### config.mk
export PLATFORM = sky130hd
export DESIGN_NAME = dram_arbiter_flat
export DESIGN_NICKNAME = d
export VERILOG_FILES = /design/src/rtl/dram_if_pkg.sv /design/src/rtl/dram_arbiter_if.sv /design/src/rtl/dram_rd_tracker.sv /design/src/rtl/dram_arbiter.sv /design/src/flat_wrapper.sv
export SDC_FILE = /design/constraint.sdc
export NUM_CORES = 1
export LEC_CHECK = 0
export CORE_AREA = 8 8 232 234
export CTS_BUF_LIST = sky130_fd_sc_hd__clkbuf_8 sky130_fd_sc_hd__clkbuf_16
export CTS_CLUSTER_DIAMETER = 150
export CTS_CLUSTER_SIZE = 28
export DETAILED_ROUTE_END_ITERATION = 7
export DIE_AREA = 0 0 240 242
export PLACE_DENSITY = 0.62
export SLEW_MARGIN = 5
export SYNTH_ARGS = -nofsm -noshare
export SYNTH_HDL_FRONTEND = slang
export SYNTH_SLANG_ARGS = --single-unit
### constraint.sdc
create_clock -name clk -period 2.15 [get_ports clk]
set_input_delay 0.43 -clock clk [delete_from_list [all_inputs] [get_ports clk]]
set_output_delay 0.43 -clock clk [all_outputs]
set_load 0.03 [all_outputs]
### src/rtl/dram_if_pkg.sv
// Shared definitions for the DDR user-port arbiter: command encodings and FSM states.
package dram_if_pkg;
    localparam logic [2:0] APP_CMD_WRITE = 3'b000;
    localparam logic [2:0] APP_CMD_READ  = 3'b001;

    typedef enum logic [1:0] {IDLE, WR, RD} arbState_t;
endpackage

### src/rtl/dram_arbiter_if.sv
// Memory-controller user port (command, write-data and read-return channels).
interface dram_arbiter_if #(
    parameter int MEM_IF_WIDTH = 128,
    parameter int ADX_WIDTH    = 27
);
    logic                    app_en;
    logic [2:0]              app_cmd;
    logic [ADX_WIDTH-1:0]    app_addr;
    logic                    app_rdy;
    logic [MEM_IF_WIDTH-1:0] app_wdf_data;
    logic                    app_wdf_wren;
    logic                    app_wdf_end;
    logic                    app_wdf_rdy;
    logic [MEM_IF_WIDTH-1:0] app_rd_data;
    logic                    app_rd_data_valid;

    modport master (
        output app_en, app_cmd, app_addr, app_wdf_data, app_wdf_wren, app_wdf_end,
        input  app_rdy, app_wdf_rdy, app_rd_data, app_rd_data_valid
    );

    modport slave (
        input  app_en, app_cmd, app_addr, app_wdf_data, app_wdf_wren, app_wdf_end,
        output app_rdy, app_wdf_rdy, app_rd_data, app_rd_data_valid
    );
endinterface

### src/rtl/dram_rd_tracker.sv
// Counts issued-but-unreturned reads, flags unexpected returns and registers read data.
module dram_rd_tracker #(
    parameter int MEM_IF_WIDTH = 128,
    parameter int CNT_W        = 4
) (
    input  logic                    clk,
    input  logic                    resetn,
    input  logic                    issue,
    input  logic                    retValid,
    input  logic [MEM_IF_WIDTH-1:0] retData,
    output logic [CNT_W-1:0]        outstanding,
    output logic [MEM_IF_WIDTH-1:0] rdData,
    output logic                    rdDataValid,
    output logic                    underflow
);
    always_ff @(posedge clk or negedge resetn) begin
        if (!resetn) begin
            outstanding <= '0;
            rdData      <= '0;
            rdDataValid <= 1'b0;
            underflow   <= 1'b0;
        end else begin
            rdData      <= retData;
            rdDataValid <= retValid;
            // A return with nothing in flight is a controller protocol error; keep it visible.
            if (retValid && outstanding == '0)
                underflow <= 1'b1;
            if (issue && !retValid)
                outstanding <= outstanding + 1'b1;
            else if (!issue && retValid && outstanding != '0)
                outstanding <= outstanding - 1'b1;
        end
    end
endmodule

### src/rtl/dram_arbiter.sv
// Arbitrates the DDR user port between the sample packer (writes, priority) and the
// capture-upload engine (reads), with a read-starvation bound and an outstanding-read cap.
module dram_arbiter
    import dram_if_pkg::*;
#(
    parameter int MEM_IF_WIDTH    = 128,
    parameter int ADX_WIDTH       = 27,
    parameter int STARVE_LIMIT    = 8,
    parameter int MAX_OUTSTANDING = 4
) (
    input  logic                    clk,
    input  logic                    resetn,
    input  logic                    wr_req,
    input  logic [ADX_WIDTH-1:0]    wr_adx,
    input  logic [MEM_IF_WIDTH-1:0] wr_data,
    output logic                    wr_allowed,
    input  logic                    rd_req,
    input  logic [ADX_WIDTH-1:0]    rd_adx,
    output logic                    rd_ack,
    output logic [MEM_IF_WIDTH-1:0] rd_data,
    output logic                    rd_data_valid,
    dram_arbiter_if.master          app,
    output logic                    busy,
    output logic                    rd_underflow
);
    localparam int              SW         = $clog2(STARVE_LIMIT + 1);
    localparam logic [SW-1:0]   STREAK_MAX = SW'(STARVE_LIMIT);
    localparam logic [3:0]      MAX_OUT    = 4'(MAX_OUTSTANDING);

    arbState_t                 state, stateNxt;
    logic [SW-1:0]             streak, streakNxt;
    logic                      cmdDone, cmdDoneNxt, dataDone, dataDoneNxt;
    logic [ADX_WIDTH-1:0]      addrReg;
    logic [MEM_IF_WIDTH-1:0]   dataReg;
    logic [3:0]                outstanding;
    logic                      rdRoom, starve, wrAccept, cmdHs, dataHs, rdIssue;

    // wr_allowed must not look at wr_req, otherwise the requester sees a comb loop.
    assign rdRoom     = outstanding < MAX_OUT;
    assign starve     = rd_req & (streak >= STREAK_MAX) & rdRoom;
    assign wr_allowed = (state == IDLE) & ~starve;
    assign wrAccept   = wr_req & wr_allowed;
    assign rd_ack     = (state == IDLE) & rd_req & rdRoom & ~wrAccept;

    assign cmdHs   = (state == WR) & ~cmdDone & app.app_rdy;
    assign dataHs  = (state == WR) & ~dataDone & app.app_wdf_rdy;
    assign rdIssue = (state == RD) & app.app_rdy;

    assign app.app_addr     = addrReg;
    assign app.app_wdf_data = dataReg;
    assign app.app_wdf_end  = app.app_wdf_wren;
    assign busy             = (state != IDLE) | (outstanding != '0);

    always_comb begin
        stateNxt         = state;
        streakNxt        = streak;
        cmdDoneNxt       = cmdDone;
        dataDoneNxt      = dataDone;
        app.app_en       = 1'b0;
        app.app_cmd      = APP_CMD_WRITE;
        app.app_wdf_wren = 1'b0;
        case (state)
            IDLE: begin
                cmdDoneNxt  = 1'b0;
                dataDoneNxt = 1'b0;
                if (wrAccept) begin
                    stateNxt  = WR;
                    streakNxt = !rd_req ? '0 : (streak == STREAK_MAX ? streak : streak + 1'b1);
                end else if (rd_ack) begin
                    stateNxt  = RD;
                    streakNxt = '0;
                end else if (!rd_req) begin
                    streakNxt = '0;
                end
            end
            WR: begin
                // Command and data channels complete independently, possibly together.
                app.app_en       = ~cmdDone;
                app.app_wdf_wren = ~dataDone;
                cmdDoneNxt       = cmdDone | cmdHs;
                dataDoneNxt      = dataDone | dataHs;
                if (cmdDoneNxt && dataDoneNxt)
                    stateNxt = IDLE;
            end
            RD: begin
                app.app_en  = 1'b1;
                app.app_cmd = APP_CMD_READ;
                if (app.app_rdy)
                    stateNxt = IDLE;
            end
            default: stateNxt = IDLE;
        endcase
    end

    always_ff @(posedge clk or negedge resetn) begin
        if (!resetn) begin
            state    <= IDLE;
            streak   <= '0;
            cmdDone  <= 1'b0;
            dataDone <= 1'b0;
            addrReg  <= '0;
            dataReg  <= '0;
        end else begin
            state    <= stateNxt;
            streak   <= streakNxt;
            cmdDone  <= cmdDoneNxt;
            dataDone <= dataDoneNxt;
            if (wrAccept) begin
                addrReg <= wr_adx;
                dataReg <= wr_data;
            end else if (rd_ack) begin
                addrReg <= rd_adx;
            end
        end
    end

    dram_rd_tracker #(
        .MEM_IF_WIDTH(MEM_IF_WIDTH),
        .CNT_W       (4)
    ) rdTracker (
        .clk        (clk),
        .resetn     (resetn),
        .issue      (rdIssue),
        .retValid   (app.app_rd_data_valid),
        .retData    (app.app_rd_data),
        .outstanding(outstanding),
        .rdData     (rd_data),
        .rdDataValid(rd_data_valid),
        .underflow  (rd_underflow)
    );
endmodule

### src/flat_wrapper.sv
// flat-port wrapper written by rule: the top's interface ports become plain ports
module dram_arbiter_flat import dram_if_pkg::*;
#(
    parameter int MEM_IF_WIDTH    = 128,
    parameter int ADX_WIDTH       = 27,
    parameter int STARVE_LIMIT    = 8,
    parameter int MAX_OUTSTANDING = 4
)
  (clk, resetn, wr_req, wr_adx, wr_data, wr_allowed, rd_req, rd_adx, rd_ack, rd_data, rd_data_valid, busy, rd_underflow, app_app_en, app_app_cmd, app_app_addr, app_app_wdf_data, app_app_wdf_wren, app_app_wdf_end, app_app_rdy, app_app_wdf_rdy, app_app_rd_data, app_app_rd_data_valid);
  dram_arbiter_if #(.MEM_IF_WIDTH(MEM_IF_WIDTH), .ADX_WIDTH(ADX_WIDTH)) app_i ();
  input  logic clk;
  input  logic resetn;
  input  logic wr_req;
  input  logic [ADX_WIDTH-1:0] wr_adx;
  input  logic [MEM_IF_WIDTH-1:0] wr_data;
  output logic wr_allowed;
  input  logic rd_req;
  input  logic [ADX_WIDTH-1:0] rd_adx;
  output logic rd_ack;
  output logic [MEM_IF_WIDTH-1:0] rd_data;
  output logic rd_data_valid;
  output logic busy;
  output logic rd_underflow;
  output wire logic [$bits(app_i.app_en)-1:0] app_app_en;
  output wire logic [$bits(app_i.app_cmd)-1:0] app_app_cmd;
  output wire logic [$bits(app_i.app_addr)-1:0] app_app_addr;
  output wire logic [$bits(app_i.app_wdf_data)-1:0] app_app_wdf_data;
  output wire logic [$bits(app_i.app_wdf_wren)-1:0] app_app_wdf_wren;
  output wire logic [$bits(app_i.app_wdf_end)-1:0] app_app_wdf_end;
  input wire logic [$bits(app_i.app_rdy)-1:0] app_app_rdy;
  input wire logic [$bits(app_i.app_wdf_rdy)-1:0] app_app_wdf_rdy;
  input wire logic [$bits(app_i.app_rd_data)-1:0] app_app_rd_data;
  input wire logic [$bits(app_i.app_rd_data_valid)-1:0] app_app_rd_data_valid;
  assign app_app_en = app_i.app_en;
  assign app_app_cmd = app_i.app_cmd;
  assign app_app_addr = app_i.app_addr;
  assign app_app_wdf_data = app_i.app_wdf_data;
  assign app_app_wdf_wren = app_i.app_wdf_wren;
  assign app_app_wdf_end = app_i.app_wdf_end;
  assign app_i.app_rdy = app_app_rdy;
  assign app_i.app_wdf_rdy = app_app_wdf_rdy;
  assign app_i.app_rd_data = app_app_rd_data;
  assign app_i.app_rd_data_valid = app_app_rd_data_valid;
  dram_arbiter #(.MEM_IF_WIDTH(MEM_IF_WIDTH), .ADX_WIDTH(ADX_WIDTH), .STARVE_LIMIT(STARVE_LIMIT), .MAX_OUTSTANDING(MAX_OUTSTANDING)) u_core (.clk(clk), .resetn(resetn), .wr_req(wr_req), .wr_adx(wr_adx), .wr_data(wr_data), .wr_allowed(wr_allowed), .rd_req(rd_req), .rd_adx(rd_adx), .rd_ack(rd_ack), .rd_data(rd_data), .rd_data_valid(rd_data_valid), .app(app_i), .busy(busy), .rd_underflow(rd_underflow));
endmodule
==> results.json <==
{
  "outcome": "finished clean",
  "postLayoutCoreUtil_pct": 36.3,
  "synth_common_cells": "dfrtp_1, mux2_4, o21ai_0, nand2_1, mux2_2",
  "cp_common_cell": "buf_6",
  "cts_sinks": 297,
  "tightestPinTransition_ps": 615,
  "critPathMaxStageDelay_ps": 400,
  "synthTopCellsByArea": "dfrtp_1, mux2_4, mux2_2",
  "yosysTopAreaCell": "dfrtp_1",
  "worst_setup_path_start_kind": "flip-flop",
  "drt_wl_total_mm": 36.4,
  "setup_viol": 0,
  "clockRootBuffer": "clkbuf_16",
  "n_fill_cell": 4949,
  "max_freq_mhz": 467,
  "setup.worst_path.class": "reg2out",
  "tritoncts": "done",
  "grt_first_pass_wirelength_mm": 54.2,
  "vias": 7438,
  "ant_nets": 0,
  "grt_pass1_vias": 8463,
  "arrival_ps": 1710,
  "yosys_warnings": 0,
  "cp_data_required_time_ps": 1720,
  "clock-skew-final_ps": 23.7,
  "via_per_inst": 3.83,
  "ctsLongestPathBuffers": 3,
  "end_kind": "output port",
  "finalPower_mw": 24.1,
  "initial_utilization_pct": 20.8,
  "ys.flop_type": "dfrtp_1",
  "setup_tns_ps": 0,
  "synth_edf_count": 0,
  "clk_transition_reported_paths_ps": 110,
  "p_per_area_nw_per_um2": 1320,
  "io_pins": 611,
  "grt_setup_unrepaired": "true",
  "overflow": 0,
  "netlist_instances": 610,
  "drtPass1Iterations": 4,
  "crit_fanout": 4,
  "cts_max_level": 1,
  "clk_latency_ps": 530,
  "core-area_sq_um": 50500,
  "finalHoldViolations": 0,
  "grt_max_degree": 62,
  "synth_most_common_cell": "dfrtp_1",
  "grt_usage_pct": 11.9,
  "die_h_um": 242,
  "hp-class": "in2reg",
  "place_area_sq_um": 17800,
  "ys_ff_latch": 297,
  "yosysSeqAreaShare_pct": 70.8,
  "syn_area_per_cell_sq_um": 17.2,
  "slew_violations": 0,
  "drive_gt1_share_pct": 18.3,
  "period_share_pct": 99.5,
  "place_hpwl_mm": 29.3,
  "cp_cell_sequence": "inv_2 > buf_6 > ha_4 > buf_6 > nand3_2 > nor2_2 > buf_6",
  "core.rowCount": 83,
  "cp_num_buf_inv": 4,
  "r2r_slack_ps": 90,
  "vdd_ir_drop_max_mv": 0.718,
  "drt_iter0_drc": 150,
  "fin_crit_ps": 2140,
  "grt_antenna_before_repair": 1,
  "p_leak_nw": 7.78,
  "mappedNetlistArea_sq_um": 10500,
  "stdcell_area_sq_um": 18300,
  "port_buffers": 608,
  "yosysUniqueCellTypes": 37,
  "slew_headroom_pct": 59.0,
  "drv_cap": 0,
  "nets": 1588,
  "area_growth_pct": 74.6,
  "synth_top_area_share_pct": 70.8,
  "cts_buffers": 14,
  "die_x_um": 240,
  "cpMaxStageDelayCell": "dfrtp_1",
  "gp_congestion": 0.851,
  "avgRoutedWirePerCell_um": 18.7,
  "die_area_sq_um": 58100,
  "async_reset_ff_share_pct": 100,
  "cp_top_family": "buffers and inverters",
  "drc": 0
}
[cell type report]
cell class                 instances  area (sq um)  share of cell area [%]
sequential                       297          7430                    40.6
timing repair buffer             664          6700                    36.6
multi-input combinational        277          2910                    15.9
tap                              680           851                    4.64
clock buffer                      15           375                    2.05
inverter                           9          33.8                   0.184
clock inverter                     1          16.3                  0.0888
antenna                            1          2.50                  0.0137
[per-stage QoR]
stage	std cells	setup WS (ps)	hold WS, ps
2_1_floorplan	611	14.9	134
3_3_place_gp	1918	-266	443
3_5_place_dp	1918	-274	455
4_1_cts	1940	-38.8	280
5_1_grt	1944	-98.9	285
6_report	1944	10.4	325
[report_power, final]
part | switching, mW | internal [mW]
clock | 1.79 | 1.28
sequential | 0.983 | 7.30
combinational | 6.43 | 6.32
total | 9.20 | 14.9
[layout by cell type, fill, tap and decap left out, types with 6 or more instances in the layout]
cell | netlist | routed
o21ai_0 | 37 | 37
nand2_1 | 34 | 32
mux2i_1 | 28 | 28
buf_12 | 0 | 15
mux2_2 | 32 | 32
clkdlybuf4s50_1 | 0 | 597
inv_1 | 9 | 6
buf_4 | 3 | 40
mux2_4 | 98 | 98
clkbuf_16 | 0 | 15
dfrtp_1 | 297 | 296
[what timing repair did]
item,CTS,global route
cloned,0,0
endpoints found under the hold margin,46,0
resized for setup,38,9
pin swaps,5,4
setup endpoints to repair,8,11
hold buffers,1,0
buffers inserted,7,3
[per-layer routing]
| layer | share of wire, % | global-route usage [%] |
|---|---|---|
| met1 | 35 | 12.5 |
| met3 | 9.7 | 4.20 |
| met5 | 0 | 0 |
| met4 | 2.2 | 3.25 |
| met2 | 53 | 22.3 |
[kinds of logic (layout without fill, tap and decap cells)]
family	count (synthesis)	after routing	synth area share [%]
AOI/OAI and AO/OA	55	55	2.97
xor gates and xnor gates	2	2	0.167
adders and majority gates	8	8	1.03
buffers and inverters	37	689	2.59
DFF	297	297	70.8
muxes	158	158	20.1
other	1	3	0.0357
and+or+nand+nor	52	52	2.29
[path summary, 6_finish.rpt]
check,cells after the start,end,start
min,1,u_core.rdTracker.rdData[124]$_DFF_PN0_,app_app_rd_data[124]
max in group asynchronous,3,u_core.rdTracker.rdData[72]$_DFF_PN0_,resetn
max,7,rd_ack,u_core.state[0]$_DFFE_PN0P_
min reg2reg,1,u_core.rdTracker.underflow$_DFFE_PN0P_,u_core.rdTracker.underflow$_DFFE_PN0P_
min in group asynchronous,2,u_core.app.app_addr[25]$_DFFE_PN0P_,resetn
max reg2reg,9,u_core.rdTracker.outstanding[2]$_DFFE_PN0P_,u_core.state[0]$_DFFE_PN0P_
[state kept, by name, indices dropped and copies added, names as in the netlist]
name                          flops
u_core.cmdDone                    1
u_core.dataDone                   1
u_core.rdTracker.underflow        1
u_core.rdTracker.outstanding      4
u_core.state                      2
u_core.streak                     4
u_core.rdTracker.rdDataValid      1
u_core.app.app_addr              27
u_core.rdTracker.rdData         128
u_core.app.app_wdf_data         128
(Power assumes the default switching activity.)
